`src/rtl/note_judge_ctrl.sv`:
```
// Lane note-chart sequencer: keeps the song clock, judges presses/releases
// against the head chart entry, advances the ROM pointer and accumulates score.
module note_judge_ctrl #(
   parameter logic [13:0] PERFECT_W = 14'd3,
   parameter logic [13:0] GOOD_W    = 14'd8,
   parameter logic [15:0] END_WORD  = 16'h16D3
) (
   input  logic        Clk,
   input  logic        Reset_n,
   input  logic        start,
   input  logic        pause,
   input  logic        tick,
   input  logic        key_down,
   input  logic [15:0] key_1,
   output logic [7:0]  addr,
   output logic [13:0] song_time,
   output logic        judge_valid,
   output logic [1:0]  judge_code,
   output logic [15:0] score,
   output logic [9:0]  combo,
   output logic [9:0]  max_combo,
   output logic        holding,
   output logic        done,
   output logic [1:0]  fsm_state
);
   typedef enum logic [1:0] {S_IDLE = 2'd0, S_PLAY = 2'd1, S_HOLD = 2'd2, S_DONE = 2'd3} state_t;
   localparam logic [1:0] J_PERFECT = 2'b01;
   localparam logic [1:0] J_GOOD    = 2'b10;
   localparam logic [1:0] J_MISS    = 2'b11;

   state_t             state, state_nx;
   logic               key_prev;
   logic [7:0]         addr_nx;
   logic [13:0]        time_nx;
   logic               jv_nx;
   logic [1:0]         jc_nx;
   logic [15:0]        score_nx;
   logic [9:0]         combo_nx, max_nx;
   logic [16:0]        score_sum;
   logic signed [14:0] diff;
   logic [14:0]        mag;
   logic               press, key_rel, early, late;
   logic [1:0]         win_code;

   // Edges are taken against the previous cycle's level even while paused,
   // so a paused edge is consumed rather than deferred.
   assign press    = key_down & ~key_prev;
   assign key_rel  = ~key_down & key_prev;
   assign diff     = $signed({1'b0, song_time}) - $signed({1'b0, key_1[13:0]});
   assign mag      = diff[14] ? $unsigned(-diff) : $unsigned(diff);
   assign early    = diff[14] & (mag > {1'b0, GOOD_W});
   assign late     = ~diff[14] & (mag > {1'b0, GOOD_W});
   assign win_code = (mag <= {1'b0, PERFECT_W}) ? J_PERFECT : J_GOOD;

   always_comb begin
      state_nx  = state;
      addr_nx   = addr;
      time_nx   = song_time;
      jv_nx     = 1'b0;
      jc_nx     = 2'b00;
      score_nx  = score;
      combo_nx  = combo;
      max_nx    = max_combo;
      score_sum = 17'd0;
      case (state)
         S_IDLE, S_DONE: begin
            if (start) begin
               state_nx = S_PLAY;
               addr_nx  = 8'd0;
               time_nx  = 14'd0;
               score_nx = 16'd0;
               combo_nx = 10'd0;
               max_nx   = 10'd0;
            end
         end
         S_PLAY: begin
            if (!pause) begin
               if (key_1 == END_WORD) begin
                  state_nx = S_DONE;
               end else if (key_1[15:14] == 2'b10) begin
                  addr_nx = addr + 8'd1;
               end else if (late) begin
                  // A missed hold start also drops its paired release entry.
                  jv_nx   = 1'b1;
                  jc_nx   = J_MISS;
                  addr_nx = (key_1[15:14] == 2'b01) ? addr + 8'd2 : addr + 8'd1;
               end else if (press && !early) begin
                  jv_nx   = 1'b1;
                  jc_nx   = win_code;
                  addr_nx = addr + 8'd1;
                  if (key_1[15:14] == 2'b01) state_nx = S_HOLD;
               end
            end
         end
         S_HOLD: begin
            if (!pause) begin
               if (late) begin
                  jv_nx    = 1'b1;
                  jc_nx    = J_GOOD;
                  addr_nx  = addr + 8'd1;
                  state_nx = S_PLAY;
               end else if (key_rel) begin
                  jv_nx    = 1'b1;
                  jc_nx    = early ? J_MISS : win_code;
                  addr_nx  = addr + 8'd1;
                  state_nx = S_PLAY;
               end
            end
         end
         default: state_nx = S_IDLE;
      endcase

      if ((state == S_PLAY || state == S_HOLD) && !pause && tick && song_time != 14'h3FFF)
         time_nx = song_time + 14'd1;

      if (jv_nx) begin
         if (jc_nx == J_MISS) begin
            combo_nx = 10'd0;
         end else begin
            if (combo != 10'h3FF) combo_nx = combo + 10'd1;
            score_sum = {1'b0, score} + ((jc_nx == J_PERFECT) ? 17'd3 : 17'd1);
            score_nx  = score_sum[16] ? 16'hFFFF : score_sum[15:0];
         end
         if (combo_nx > max_combo) max_nx = combo_nx;
      end
   end

   always_ff @(posedge Clk or negedge Reset_n) begin
      if (!Reset_n) begin
         state       <= S_IDLE;
         key_prev    <= 1'b0;
         addr        <= 8'd0;
         song_time   <= 14'd0;
         judge_valid <= 1'b0;
         judge_code  <= 2'b00;
         score       <= 16'd0;
         combo       <= 10'd0;
         max_combo   <= 10'd0;
      end else begin
         state       <= state_nx;
         key_prev    <= key_down;
         addr        <= addr_nx;
         song_time   <= time_nx;
         judge_valid <= jv_nx;
         judge_code  <= jc_nx;
         score       <= score_nx;
         combo       <= combo_nx;
         max_combo   <= max_nx;
      end
   end

   assign holding   = (state == S_HOLD);
   assign done      = (state == S_DONE);
   assign fsm_state = state;
endmodule

```
`config.mk`:
```
export PLATFORM = sky130hd
export DESIGN_NAME = note_judge_ctrl
export DESIGN_NICKNAME = d
export VERILOG_FILES = /design/src/rtl/note_judge_ctrl.sv
export SDC_FILE = /design/constraint.sdc
export NUM_CORES = 1
export LEC_CHECK = 0
export CAP_MARGIN = 20
export CORE_MARGIN = 5
export CORE_UTILIZATION = 50
export CTS_CLUSTER_DIAMETER = 30
export DETAILED_ROUTE_END_ITERATION = 8
export PLACE_DENSITY = 0.75
export RECOVER_POWER = 100
export SLEW_MARGIN = 30
export SYNTH_ARGS = -nofsm -noshare
export SYNTH_HDL_FRONTEND = slang
export SYNTH_SLANG_ARGS = --single-unit
export TNS_END_PERCENT = 100
```
`constraint.sdc`:
```
create_clock -name Clk -period 13 [get_ports Clk]
set_input_delay 1.3 -clock Clk [delete_from_list [all_inputs] [get_ports Clk]]
set_output_delay 1.3 -clock Clk [all_outputs]
set_load 0.03 [all_outputs]
```
; ---- Yosys cells after proc, flatten, opt, wreduce, memory -nomap -nowiden
; Index checks and enable logic that the tools add are counted.
[word_totals]
output_inout_bits = 65
ff_bits = 64
input_bits = 22
[op_classes]
n_bitwise = 7
n_mux = 62
n_addsub = 7
n_eq_ne = 20
reduce_logical = 14
n_lt_le_gt_ge = 3
[ops]
columns = cell, n
row1 = 10-bit 2-to-1 mux, 10
row2 = 16-bit 2-to-1 mux, 5
row3 = 8-bit 2-to-1 mux, 10
row4 = 14-bit 2-to-1 mux, 3
row5 = 2-bit 2-to-1 mux, 21
row6 = 8-bit one-hot mux with 3 select lines, 1
row7 = 16-bit by 2-bit adder with 17-bit output, 1
row8 = 16-bit by 13-bit equality test with 1-bit output (second input constant), 1
row9 = 15-bit by 4-bit greater-than comparator with 1-bit output (second input constant), 1
row10 = 15-bit by 2-bit <= comparator with 1-bit output (second input constant), 1
row11 = 15-bit 2-to-1 mux, 1
row12 = 15-bit negation, 1
row13 = 14-bit by 14-bit subtractor with 15-bit output, 1
row14 = 14-bit by 1-bit adder with 14-bit output (second input constant), 1
row15 = 14-bit != test (second input constant), 1
row16 = 3-bit != test (second input constant), 4
row17 = 10-bit by 1-bit adder with 10-bit output (second input constant), 1
row18 = 10-bit greater-than comparator, 1
row19 = 10-bit != test (second input constant), 1
row20 = 8-bit by 1-bit adder with 8-bit output (second input constant), 1
row21 = 8-bit by 2-bit adder with 8-bit output (second input constant), 1
row22 = 2-bit equality test (second input constant), 4
row23 = 1-bit 2-to-1 mux, 8
row24 = 2-bit != test (second input constant), 4
row25 = 17 further kinds, 29

; ---- Longest topological paths before layout
; Gate-level depths: netlist of run 1.
[depth]
ltp_word = 19
depth_mapped = 26

; ---- Least setup slack after synthesis of run 1
; No wires, ideal clock.
[synth_path]
kind = input -> register
from = input key_1[0]
to = register score[3]
path_slack_ps = 6804
arrival_ps = 6097
path_stages = 22
required_time_ps = 12901
cell_sequence = ha_1 > inv_1 > fa_1 > a21o_1 > a221oi_1 > xnor2_1 > a221oi_4 > nand3_2 > a2111oi_2 > a211oi_2 > or4b_4 > a211oi_1 > fa_1 > nand3_1 > nor2_1 > nand2_1 > nor3_1 > clkbuf_1 > nor2_1 > nor2_1 > a21oi_1 > a311oi_1
[synth_via]
elab_chain_cells = 19
word_cells_on_any_way = 37
[synth_lines]
columns = element, line
row1 = "start, declared", 14  ; input logic [15:0] key_1,
row2 = 14-bit by 14-bit subtractor with 15-bit output, 49  ; assign diff = $signed({1'b0, song_time}) - $signed({1'b0, key_1[13:0]});
row3 = 15-bit negation, 50  ; assign mag = diff[14] ? $unsigned(-diff) : $unsigned(diff);
row4 = 15-bit 2-to-1 mux, 50
row5 = 15-bit by 4-bit greater-than comparator with 1-bit output, "51, 52"
row6 = 1-bit AND, 51  ; assign early = diff[14] & (mag > {1'b0, GOOD_W});
row7 = 1-bit zero test, 87  ; end else if (press && !early) begin
row8 = 1-bit logical AND, 87
row9 = 2-bit 2-to-1 mux, 87
row10 = (+4 left out), -
row11 = 2-bit one-hot mux with 2 select lines, 65  ; case (state)
row12 = 2-bit by 1-bit equality test with 1-bit output, 121  ; score_sum = {1'b0, score} + ((jc_nx == J_PERFECT) ? 17'd3 : 17'd1);
row13 = 2-bit 2-to-1 mux, 121
row14 = 16-bit by 2-bit adder with 17-bit output, 121
row15 = 16-bit 2-to-1 mux, 122  ; score_nx = score_sum[16] ? 16'hFFFF : score_sum[15:0];
row16 = 16-bit 2-to-1 mux, 117  ; if (jc_nx == J_MISS) begin
row17 = 16-bit 2-to-1 mux *, 116  ; if (jv_nx) begin
row18 = net score_nx[3], 37  ; logic [15:0] score_nx;
row19 = "end signal, assigned", 146  ; score <= score_nx;
row20 = "end, declared", 19  ; output logic [15:0] score,
; Mark *: on every way through the listed nets, which the timed path passes. The rest lies on a longest branch.
; A chain may end at the register's enable or synchronous reset.

; ---- Final worst setup path of run 1
[layout_path]
from = input key_1[0]
to = register max_combo[4]
[layout_via]
elab_chain_cells = 19
word_cells_on_any_way = 36
[layout_lines]
columns = element, line
row1 = 14-bit by 14-bit subtractor with 15-bit output, 49
row2 = 15-bit negation, 50
row3 = 15-bit 2-to-1 mux, 50
row4 = 15-bit by 4-bit greater-than comparator with 1-bit output, "51, 52"
row5 = 1-bit AND, 51
row6 = 1-bit zero test, 87
row7 = 1-bit logical AND, 87
row8 = 2-bit 2-to-1 mux, 87
row9 = (+4 left out), -
row10 = 2-bit one-hot mux with 2 select lines, 65
row11 = 2-bit equality test, 117
row12 = 10-bit 2-to-1 mux, 117
row13 = 10-bit 2-to-1 mux, 116
row14 = 10-bit greater-than comparator, 124  ; if (combo_nx > max_combo) max_nx = combo_nx;
row15 = 10-bit 2-to-1 mux, 124
row16 = 10-bit 2-to-1 mux *, 116
row17 = net max_nx[4], 38  ; logic [9:0] combo_nx, max_nx;
row18 = "end signal, assigned", 148  ; max_combo <= max_nx;
row19 = "end, declared", 21  ; output logic [9:0] max_combo,
; Mark *: on every way through the listed nets, which the timed path passes. The rest lies on a longest branch. The select of a mux whose other input is x is not followed.

==> metrics.yaml, run 1 <==
run:
  drv_cap: 2
sta:
  final.setup.tns_ns: 0
  fin_crit_ns: 8.322
  hold_slack_ns: 0.5536
  setup_viol: 0
  worst_slew_pin_slew_ns: 3.488
  skew_ns: 0.02013
  slew_headroom: -1.325
  finalHoldViolations: 0
  slew_viol_final: 110
  fmax_ghz: 0.1202
  rsz0062_at_grt: "no"
  fin_crit_sh: 0.6402
power_and_ir_drop:
  p_leak_nw: 3.027
  vdd_drop_max_v: 0.00006696
  p_total_w: 0.0006360
  p_clk_frac: 0.265
  p_comb_frac: 0.366
  switching_share: 0.3968
  p_sw_w: 0.0002524
  seqPwrFrac: 0.369
  power_density_mw_per_mm2: 96.61
  p_int_w: 0.0003836
routing:
  ant_nets: 0
  vias: 5518
  wire_per_inst_um: 16.60
  routed_wl_um: 15010
  post-route-drc-count: 0
  firstDrtPassIters: 5
  drtIter0Drc: 497
  via_per_inst: 6.104
cts:
  cts_tree: "yes"
  hold_buffers: 0
  cts_max_path_buffers: 2
  cts_htree_levels: 3
  cts_root_buffer: "clkbuf_8"
  cts-resized-gates: 0
  clk-insertion-delay-late_ns: 0.35
  postCtsSetupBuffers: 0
  clk_pin_slew_ns: 0.09
  clock-sinks: 64
  cts_buffers: 9
global_routing:
  grt_max_degree: 65
  first_global_vias: 5296
  grt_pass1_wl_um: 25120
  antenna_found_initial: 0
  grt.overflow.total: 0
  grt_use_total: 0.2290
worst_setup_path:
  rrSetupSlack_ns: 5.69
  critPathSlowestCell: "clkbuf_1"
  startpoint: "key_1[0]"
  reg2reg_to: "max_combo[4]"
  crit_end: "max_combo[4]"
  start_kind: "primary input"
  path_common_cell: "a221oi_1"
  crit_required_ns: 13.24
  endpoint_kind: "flip-flop"
  worstPathArrival_ns: 8.56
  crit_path_max_incr_delay_ns: 1.40
  cp_max_fo: 44
  cp_num_cells: 17
  crit_family: "compound AO/OA/AOI/OAI gates"
  ff2ff_path_depth: 17
  cp_num_buf_inv: 3
  r2r_start: "song_time[0]"
  crit_path_cell_trace: "dlygate4sd3_1 -> ha_1 -> inv_1 -> fa_1 -> a21o_1 -> a221oi_1 -> xnor2_1 -> a221oi_1 -> nand3_2 -> a2111oi_0 -> a211oi_2 -> and4bb_1 -> a21oi_1 -> o31ai_4 -> clkbuf_1 -> nand3_1 -> mux2_1"
  worstSetupPathType: "in2reg"
floorplan:
  fp.dieW_um: 115.3
  coreArea_mm2: 0.01084
  die-height_um: 115.3
  ios: 87
  die-area_mm2: 0.01329
  rows: 38
  start_util: 0.5111
final_layout:
  seqCellArea_mm2: 0.001602
  drive_above_1_share: 0.04712
  finalNonFillerCells: 904
  nets: 816
  n_fill_cell: 1016
  multi_input_area_mm2: 0.003547
  n_antenna_cell: 0
  syn2layout_area_growth_pct: 18.83
  fin_util: 0.6073
synthesis:
  yosys.area_share.simple: 0.2505
  synth_top_family_by_area: "simple AND/OR/NAND/NOR gates"
  synth_compound_area_frac: 0.2477
  syn_nets: 744
  syn_inst: 687
  async_flop_share: 1.000
  synth_fa_ha_area_frac: 0.08175
  yosys_warnings: 0
  ys.flop_type: "dfrtp_1"
  synth.mux.area_fraction: 0.04517
  synth-seq-cells: 64
  synth-xor-area-share: 0.02349
  seq_area_frac_synth: 0.2891
  synth-edff-count: 0
  syn_avg_cell_area_um2: 8.065
  synthDistinctLibCells: 82
  syn_area_mm2: 0.005540
place:
  dp_cells: 888
  numPortBuffers: 86
  gp_congestion: 0.8934
  place_hpwl_um: 11300
status:
  status: "finished, violations left"
  violations: "capacitance limit, slew limit"
worst_hold_path:
  hp-class: "reg2reg"
==> kinds of logic after synthesis <==
group,Yosys count
buffers and inverters,80
adder cells (fa/ha/maj),35
multiplexers,24
AND/OR/NAND/NOR,271
AO/OA/AOI/OAI,199
XOR/XNOR,14
flip-flops,64
==> worst min path at each step <==
stage,startpoint,to,cells after the start
6_report,max_combo[1],max_combo[1],2
5_1_grt,score[9],score[9],1
4_1_cts,score[9],score[9],1
3_5_place_dp,score[9],score[9],1
3_3_place_gp,max_combo[1],max_combo[1],2
2_1_floorplan,max_combo[6],max_combo[6],2
==> worst min-delay path, cell delays in order, from the launching register on <==
cell and delay, ns:
dfrtp_1 0.40, nand2_1 0.06, mux2i_1 0.06
==> placed cells by master, fill, tap and decap left out, types with 4 or more instances in the layout <==
master and count:
nand2_1 81, dlygate4sd3_1 68, dfrtp_1 64, a21oi_1 51, inv_1 50, nor2_1 44, o21ai_0 39, nand3_1 34
ha_1 33, mux2i_1 19, and3_1 18, a211oi_1 18, nor3_1 17, clkdlybuf4s50_1 17, nand4_1 14, a21o_1 12
nand2b_1 12, clkbuf_8 11, xnor2_1 10, a31oi_1 9, o211ai_1 8, and2_1 8, or3_1 6, nor2b_1 6
a2111oi_0 5, a22oi_1 5, o21a_1 5, nor4b_1 5, or2_2 4, nor4_1 4, o31ai_1 4
==> synth_stat cells, drive strengths merged, types with 6 or more instances <==
library cell	n	area, um2
ha	33	412.9
xnor2	11	103.9
a21oi	53	272.8
buf	11	86.33
or3	6	37.54
dfrtp	64	1602
and3	18	112.6
nand2	81	304.0
nor2	44	165.2
nand3	35	185.2
mux2i	19	190.2
nor2b	6	37.54
o211ai	8	60.06
clkbuf	19	71.32
a31oi	9	56.30
a211oi	20	160.2
nor3	18	100.1
a21o	12	90.09
o21ai	39	195.2
nand4	14	87.58
nand2b	12	75.07
inv	50	187.7
and2	10	65.06
==> per-stage QoR <==
stage               instance area (um2)  worst slack, ns
floorplan                          5540            6.804
finish                             6584            4.678
global route                       6584            4.114
detailed placement                 6456            5.559
CTS                                6646            5.910
global placement                   6451            5.520
==> metal layers <==
layer | up-vias | share of wire | track usage
li1 | 2674 | - | -
met1 | 2615 | 0.43 | 0.3042
met2 | 210 | 0.49 | 0.3873
met3 | 19 | 0.066 | 0.03789
met4 | 0 | 0.014 | 0.06182
met5 | - | 0 | 0
==> registers in the layout, indices dropped and copies added (netlist names) <==
name and count:
judge_valid 1, max_combo 10, combo 10, key_prev 1
fsm_state 2, score 16, song_time 14, addr 8
judge_code 2
==> layout make-up <==
class	instances	share of cell area
well taps	140	0.02661
clock buffers	11	0.02300
clock inverters	5	0.005891
inverters	50	0.02851
multi-input cells	543	0.5388
repair buffers	91	0.1340
flip-flops and latches	64	0.2433
==> power groups by stage <==
stage	Combinational, W	Sequential [W]	Clock, W
detailed placement	0.000239	0.000238	0
global placement	0.000230	0.000238	0
floorplan	0.000151	0.000253	0
CTS	0.000240	0.000235	0.000172
finish	0.000233	0.000235	0.000168
global route	0.000259	0.000238	0.000181
No activity file was read; power rests on OpenSTA's default activity.
==> run 2: changes to the inputs <==
==> constraint.sdc (replaced) <==
create_clock -name Clk -period 7.7 [get_ports Clk]
set_input_delay 0.77 -clock Clk [delete_from_list [all_inputs] [get_ports Clk]]
set_output_delay 0.77 -clock Clk [all_outputs]
set_load 0.03 [all_outputs]
==> metrics.yaml, run 2 (synthesized netlist as in run 1, its figures left out) <==
cts:
  cts_htree_levels: 3  # unchanged
  cts_root_buffer: "clkbuf_8"  # unchanged
  clock-sinks: 64  # unchanged
  postCtsSetupBuffers: 0  # unchanged
  clk_pin_slew_ns: 0.07  # was 0.09 ns
  hold_buffers: 0  # unchanged
  cts_buffers: 9  # unchanged
  cts-resized-gates: 0  # unchanged
  cts_max_path_buffers: 2  # unchanged
  cts_tree: "yes"  # unchanged
  clk-insertion-delay-late_ns: 0.36  # was 0.35 ns
routing:
  ant_nets: 0  # unchanged
  drtIter0Drc: 619  # was 497
  vias: 5569  # was 5,518
  wire_per_inst_um: 16.82  # was 16.60 um
  post-route-drc-count: 0  # unchanged
  routed_wl_um: 15220  # was 15,010 um
  via_per_inst: 6.154  # was 6.104
  firstDrtPassIters: 5  # unchanged
final_layout:
  n_antenna_cell: 0  # unchanged
  largest_reg_flops: 16  # unchanged
  top_register: "score"  # unchanged
  final_common_cell: "nand2_1"  # unchanged
  drive_above_1_share: 0.04967  # was 0.04712
  top_regs: "score (16), song_time (14)"  # unchanged
  final_cell_mix: "nand2_1, dlygate4sd3_1, dfrtp_1, a21oi_1, inv_1"  # unchanged
  nets: 817  # was 816
  fin_util: 0.6120  # was 0.6073
  syn2layout_area_growth_pct: 19.74  # was 18.83%
worst_setup_path:
  cp_num_buf_inv: 3  # unchanged
  path_common_cell: "nor2_1"  # was a221oi_1
  worstSetupPathType: "in2reg"  # unchanged
  crit_path_max_incr_delay_ns: 0.62  # was 1.40 ns
  cp_max_fo: 9  # was 44
  ff2ff_path_depth: 23  # was 17
  worstPathArrival_ns: 7.12  # was 8.56 ns
  crit_path_cell_trace: "dlygate4sd3_1 -> ha_1 -> inv_1 -> fa_1 -> a21o_1 -> a22oi_1 -> a21oi_1 -> xnor2_1 -> nand3_2 -> a2111oi_0 -> a211oi_2 -> or4b_1 -> a211oi_1 -> fa_1 -> nand3_1 -> nor2_1 -> nand2_1 -> nor3_1 -> buf_4 -> nor2_1 -> nor2_1 -> a21oi_1 -> a311oi_1"  # was dlygate4sd3_1 -> ha_1 -> inv_1 -> fa_1 -> a21o_1 -> a221oi_1 -> xnor2_1 -> a221oi_1 -> nand3_2 -> a2111oi_0 -> a211oi_2 -> and4bb_1 -> a21oi_1 -> o31ai_4 -> clkbuf_1 -> nand3_1 -> mux2_1
  crit_family: "compound AO/OA/AOI/OAI gates"  # unchanged
  cp_num_cells: 23  # was 17
  endpoint_kind: "flip-flop"  # unchanged
  critPathSlowestCell: "or4b_1"  # was clkbuf_1
  start_kind: "primary input"  # unchanged
  crit_required_ns: 7.95  # was 13.24 ns
place:
  place_ws_ns: 0.7812  # was 5.559 ns
  gp_congestion: 0.9005  # was 0.8934
  numPortBuffers: 86  # unchanged
  place_hpwl_um: 11270  # was 11,300 um
sta:
  fin_crit_sh: 0.8927
  finalHoldViolations: 0  # unchanged
  final.setup.tns_ns: 0  # unchanged
  rsz0062_at_grt: "no"  # unchanged
  fmax_ghz: 0.1455
  setup_viol: 0  # unchanged
  fin_crit_ns: 6.874
  hold_slack_ns: 0.5517  # was 0.5536 ns
  slew_headroom: -1.285  # was -1.325
  slew_viol_final: 65  # was 110
  worst_slew_pin_slew_ns: 3.428  # was 3.488 ns
  fin_ws_ns: 0.8261  # was 4.678 ns
  skew_ns: 0.01047  # was 0.02013 ns
global_routing:
  antenna_found_initial: 0  # unchanged
  grt_max_degree: 65  # unchanged
  grt.overflow.total: 0  # unchanged
  grt_pass1_wl_um: 25490  # was 25,120 um
  first_global_vias: 5370  # was 5,296
  grt_use_total: 0.2343  # was 0.2290
power_and_ir_drop:
  vdd_drop_max_v: 0.0001149  # was 0.00006696 V
  p_sw_w: 0.0004242  # was 0.0002524 W
  p_clk_frac: 0.285  # was 0.265
  p_int_w: 0.0006883  # was 0.0003836 W
  power_density_mw_per_mm2: 167.7  # was 96.61 mW/mm2
  p_comb_frac: 0.357  # was 0.366
  p_leak_nw: 3.054  # was 3.027 nW
  seqPwrFrac: 0.358  # was 0.369
  switching_share: 0.3813  # was 0.3968
worst_hold_path:
  hp-class: "reg2reg"  # unchanged
  min_path_cells: 2  # unchanged
floorplan:
  rows: 38  # unchanged
  start_util: 0.5111  # unchanged
  die-height_um: 115.3  # unchanged
  fp.dieW_um: 115.3  # unchanged
  die-area_mm2: 0.01329  # unchanged
  coreArea_mm2: 0.01084  # unchanged
  ios: 87  # unchanged
status:
  status: "finished, violations left"  # unchanged
  violations: "capacitance limit, slew limit"  # unchanged
run:
  drv_cap: 1  # was 2
==> run 2: cell count changes in the layout (fill, tap and decap cells not counted), sizes merged <==
cell	change
inv	-2
clkbuf	+1
clkdlybuf4s50	+1
buf	+1
bufinv	+1
dlygate4sd3	-1
==> run 2: cell type report <==
cell class                      instances  area, um2
Timing Repair Buffer                   92      890.9
Clock buffer                           12      165.2
Clock inverter                          4      51.30
Tap cell                              140      175.2
Fill cell                            1018       4207
Multi-Input combinational cell        543       3562
Sequential cell                        64       1602
Inverter                               50      187.7
==> run 2: worst paths after layout <==
path | from | end | slack [ns]
min reg2reg | max_combo[6] | max_combo[6] | 0.55
max in group asynchronous | Reset_n | score[11] | 4.10
min | max_combo[6] | max_combo[6] | 0.55
min in group asynchronous | Reset_n | addr[7] | 1.67
max | key_1[0] | score[3] | 0.83
max reg2reg | song_time[0] | score[3] | 1.28
==> run 2: worst min-delay path, delay by kind of cell (launching register included) <==
kind          cells  cell delay [ns]
simple gates      1             0.06
flops             1             0.39
mux               1             0.06
==> run 2: per-stage QoR <==
stage	cell area, um2	total power [W]	cells
floorplan	5540	0.0006836	687
global placement	6459	0.0007906	889
detailed placement	6459	0.0008061	889
CTS	6675	0.001125	905
global route	6634	0.001181	905
finish	6634	0.001113	905
==> run 2: per-layer routing <==
layer  part of all wire  GRT usage  up-vias
li1                   -          -     2685
met1               0.44     0.3054     2645
met2               0.48     0.3873      207
met3              0.059    0.04684       32
met4              0.024    0.08372        0
met5                  0          0        -
==> run 2: power groups by stage <==
stage	clock network, W	registers [W]	logic [W]
floorplan	0	0.000428	0.000256
global placement	0	0.000402	0.000388
detailed placement	0	0.000404	0.000402
CTS	0.000321	0.000398	0.000406
global route	0.000335	0.000403	0.000443
finish	0.000317	0.000399	0.000397
==> run 3: changes to the inputs <==
--- a/config.mk
+++ b/config.mk
@@ -8,8 +8,11 @@
 export CAP_MARGIN = 20
 export CORE_MARGIN = 5
 export CORE_UTILIZATION = 50
+export CTS_BUF_LIST = sky130_fd_sc_hd__clkbuf_16
 export CTS_CLUSTER_DIAMETER = 30
+export CTS_CLUSTER_SIZE = 14
 export DETAILED_ROUTE_END_ITERATION = 8
+export GPL_TIMING_DRIVEN = 0
 export PLACE_DENSITY = 0.75
 export RECOVER_POWER = 100
 export SLEW_MARGIN = 30
==> metrics.yaml, run 3 (synthesized netlist as in run 1, its figures left out) <==
global_routing:
  grt.overflow.total: 0  # unchanged
  grt_max_degree: 48  # was 65
  antenna_found_initial: 0  # unchanged
  grt_use_total: 0.2408  # was 0.2343
  grt_pass1_wl_um: 26140  # was 25,490 um
  first_global_vias: 5492  # was 5,370
worst_setup_path:
  path_common_cell: "nor2_1"  # unchanged
  endpoint_kind: "flip-flop"  # unchanged
  crit_path_max_incr_delay_ns: 0.64  # was 0.62 ns
  cp_num_cells: 23  # unchanged
  worstPathArrival_ns: 7.37  # was 7.12 ns
  critPathSlowestCell: "a211oi_1"  # was or4b_1
  ff2ff_path_depth: 23  # unchanged
  crit_family: "compound AO/OA/AOI/OAI gates"  # unchanged
  cp_max_fo: 10  # was 9
  start_kind: "primary input"  # unchanged
  cp_num_buf_inv: 3  # unchanged
  crit_path_cell_trace: "clkdlybuf4s50_1 -> ha_1 -> inv_1 -> fa_1 -> a21o_1 -> a21oi_2 -> xnor2_1 -> or3_1 -> a2111oi_0 -> o221ai_1 -> a22oi_1 -> or4b_1 -> a211oi_1 -> fa_1 -> nand3_1 -> nor2_1 -> nand2_1 -> nor3_1 -> clkbuf_1 -> nor2_1 -> nor2_1 -> a21oi_1 -> a311oi_1"  # was dlygate4sd3_1 -> ha_1 -> inv_1 -> fa_1 -> a21o_1 -> a22oi_1 -> a21oi_1 -> xnor2_1 -> nand3_2 -> a2111oi_0 -> a211oi_2 -> or4b_1 -> a211oi_1 -> fa_1 -> nand3_1 -> nor2_1 -> nand2_1 -> nor3_1 -> buf_4 -> nor2_1 -> nor2_1 -> a21oi_1 -> a311oi_1
  rrSetupSlack_ns: 1.02  # was 1.28 ns
  worstSetupPathType: "in2reg"  # unchanged
  crit_required_ns: 7.93  # was 7.95 ns
  r2r_start: "song_time[0]"  # unchanged
  reg2reg_to: "score[3]"  # unchanged
sta:
  fin_ws_ns: 0.5607  # was 0.8261 ns
  final.setup.tns_ns: 0  # unchanged
  rsz0062_at_grt: "no"  # unchanged
  fin_crit_sh: 0.9272  # was 0.8927
  slew_viol_final: 48  # was 65
  fmax_ghz: 0.1401  # was 0.1455 GHz
  skew_ns: 0.007517  # was 0.01047 ns
  worst_slew_pin_slew_ns: 2.601  # was 3.428 ns
  fin_crit_ns: 7.139  # was 6.874 ns
  finalHoldViolations: 0  # unchanged
  slew_headroom: -0.7340  # was -1.285
  setup_viol: 0  # unchanged
  hold_slack_ns: 0.5488  # was 0.5517 ns
cts:
  cts_htree_levels: 3  # unchanged
  cts_tree: "yes"  # unchanged
  cts-resized-gates: 0  # unchanged
  hold_buffers: 0  # unchanged
  cts_max_path_buffers: 2  # unchanged
  cts_root_buffer: "clkbuf_16"  # was clkbuf_8
  clk-insertion-delay-late_ns: 0.33  # was 0.36 ns
  clk_pin_slew_ns: 0.06  # was 0.07 ns
  cts_buffers: 9  # unchanged
  postCtsSetupBuffers: 0  # unchanged
  clock-sinks: 64  # unchanged
routing:
  wire_per_inst_um: 16.95  # was 16.82 um
  drtIter0Drc: 503  # was 619
  post-route-drc-count: 0  # unchanged
  via_per_inst: 6.043  # was 6.154
  routed_wl_um: 15760  # was 15,220 um
  vias: 5620  # was 5,569
  ant_nets: 0  # unchanged
  firstDrtPassIters: 7  # was 5
floorplan:
  start_util: 0.5111  # unchanged
  coreArea_mm2: 0.01084  # unchanged
  rows: 38  # unchanged
  ios: 87  # unchanged
  die-height_um: 115.3  # unchanged
  fp.dieW_um: 115.3  # unchanged
  die-area_mm2: 0.01329  # unchanged
place:
  place_ws_ns: 0.5097  # was 0.7812 ns
  gp_congestion: 0.9019  # was 0.9005
  placed_cell_area_mm2: 0.006601  # was 0.006459 mm2
  place_hpwl_um: 12020  # was 11,270 um
  dp_cells: 914  # was 889
  numPortBuffers: 86  # unchanged
final_layout:
  final_common_cell: "nand2_1"  # unchanged
  finish.instance_area_mm2: 0.006800  # was 0.006634 mm2
  n_antenna_cell: 0  # unchanged
  finalNonFillerCells: 930  # was 905
  largest_reg_flops: 16  # unchanged
  final_cell_mix: "nand2_1, dlygate4sd3_1, dfrtp_1, a21oi_1, inv_1"  # unchanged
  top_regs: "score (16), song_time (14)"  # unchanged
  nets: 842  # was 817
  top_register: "score"  # unchanged
  drive_above_1_share: 0.04304  # was 0.04967
  syn2layout_area_growth_pct: 22.74  # was 19.74%
worst_hold_path:
  hp-class: "reg2reg"  # unchanged
  hp-start: "score[9]"  # was max_combo[6]
  min_path_cells: 1  # was 2
  whs_endpoint: "score[9]"  # was max_combo[6]
power_and_ir_drop:
  vdd_drop_max_v: 0.0001404  # was 0.0001149 V
  p_leak_nw: 3.105  # was 3.054 nW
  power_density_mw_per_mm2: 176.0  # was 167.7 mW/mm2
run:
  drv_cap: 1  # unchanged
status:
  violations: "capacitance limit, slew limit"  # unchanged
  status: "finished, violations left"  # unchanged
## run 3: cell type report
class / count / area (um2)
plain buffers: 30 / 135.1
clock buffers: 9 / 225.2
clock inverters: 7 / 62.56
fillers: 968 / 4040
inverters: 50 / 187.7
multi-input cells: 543 / 3555
flip-flops and latches: 64 / 1602
well taps: 140 / 175.2
repair buffers: 87 / 858.3
## run 3: worst max path at each step
stage	from	slack, ns	endpoint
global placement	key_1[0]	0.60	score[3]
finish	key_1[0]	0.56	score[3]
detailed placement	key_1[0]	0.51	score[7]
floorplan	key_1[0]	2.03	score[3]
global route	key_1[0]	0.12	score[7]
CTS	key_1[0]	0.76	score[3]
## run 3: per-layer routing
metal  vias to the layer above  track usage  wire length, um  part of all wire
li1                       2731            -                -                 -
met1                      2649       0.3186             6983              0.44
met2                       204       0.3931             7400              0.47
met3                        36      0.04737              979             0.062
met4                         0      0.08529              401             0.025
met5                         -            0                0                 0
## run 3: worst register-to-register path, stage by stage (launching register included)
cell	delay, ns
dfrtp_1	0.43
inv_1	0.08
ha_1	0.16
inv_1	0.06
fa_1	0.44
a21o_1	0.23
a21oi_2	0.25
xnor2_1	0.14
or3_1	0.39
a2111oi_0	0.46
o221ai_1	0.21
a22oi_1	0.33
or4b_1	0.56
a211oi_1	0.64
fa_1	0.37
nand3_1	0.19
nor2_1	0.19
nand2_1	0.22
nor3_1	0.34
clkbuf_1	0.38
nor2_1	0.07
nor2_1	0.11
a21oi_1	0.08
a311oi_1	0.28
## run 3: stage by stage
step	total power [W]	utilization
detailed placement	0.0008147	0.6090
CTS	0.001213	0.6355
finish	0.001197	0.6273
floorplan	0.0006836	-
global route	0.001270	0.6273
global placement	0.0007951	0.6066
## run 3: power by group
| part | leakage [nW] | internal (W) | switching, W |
|---|---|---|---|
| Combinational | 2.10 | 0.000158 | 0.000253 |
| Sequential | 0.871 | 0.000357 | 0.0000317 |
| Clock | 0.138 | 0.000247 | 0.000151 |
| Total | 3.11 | 0.000762 | 0.000435 |
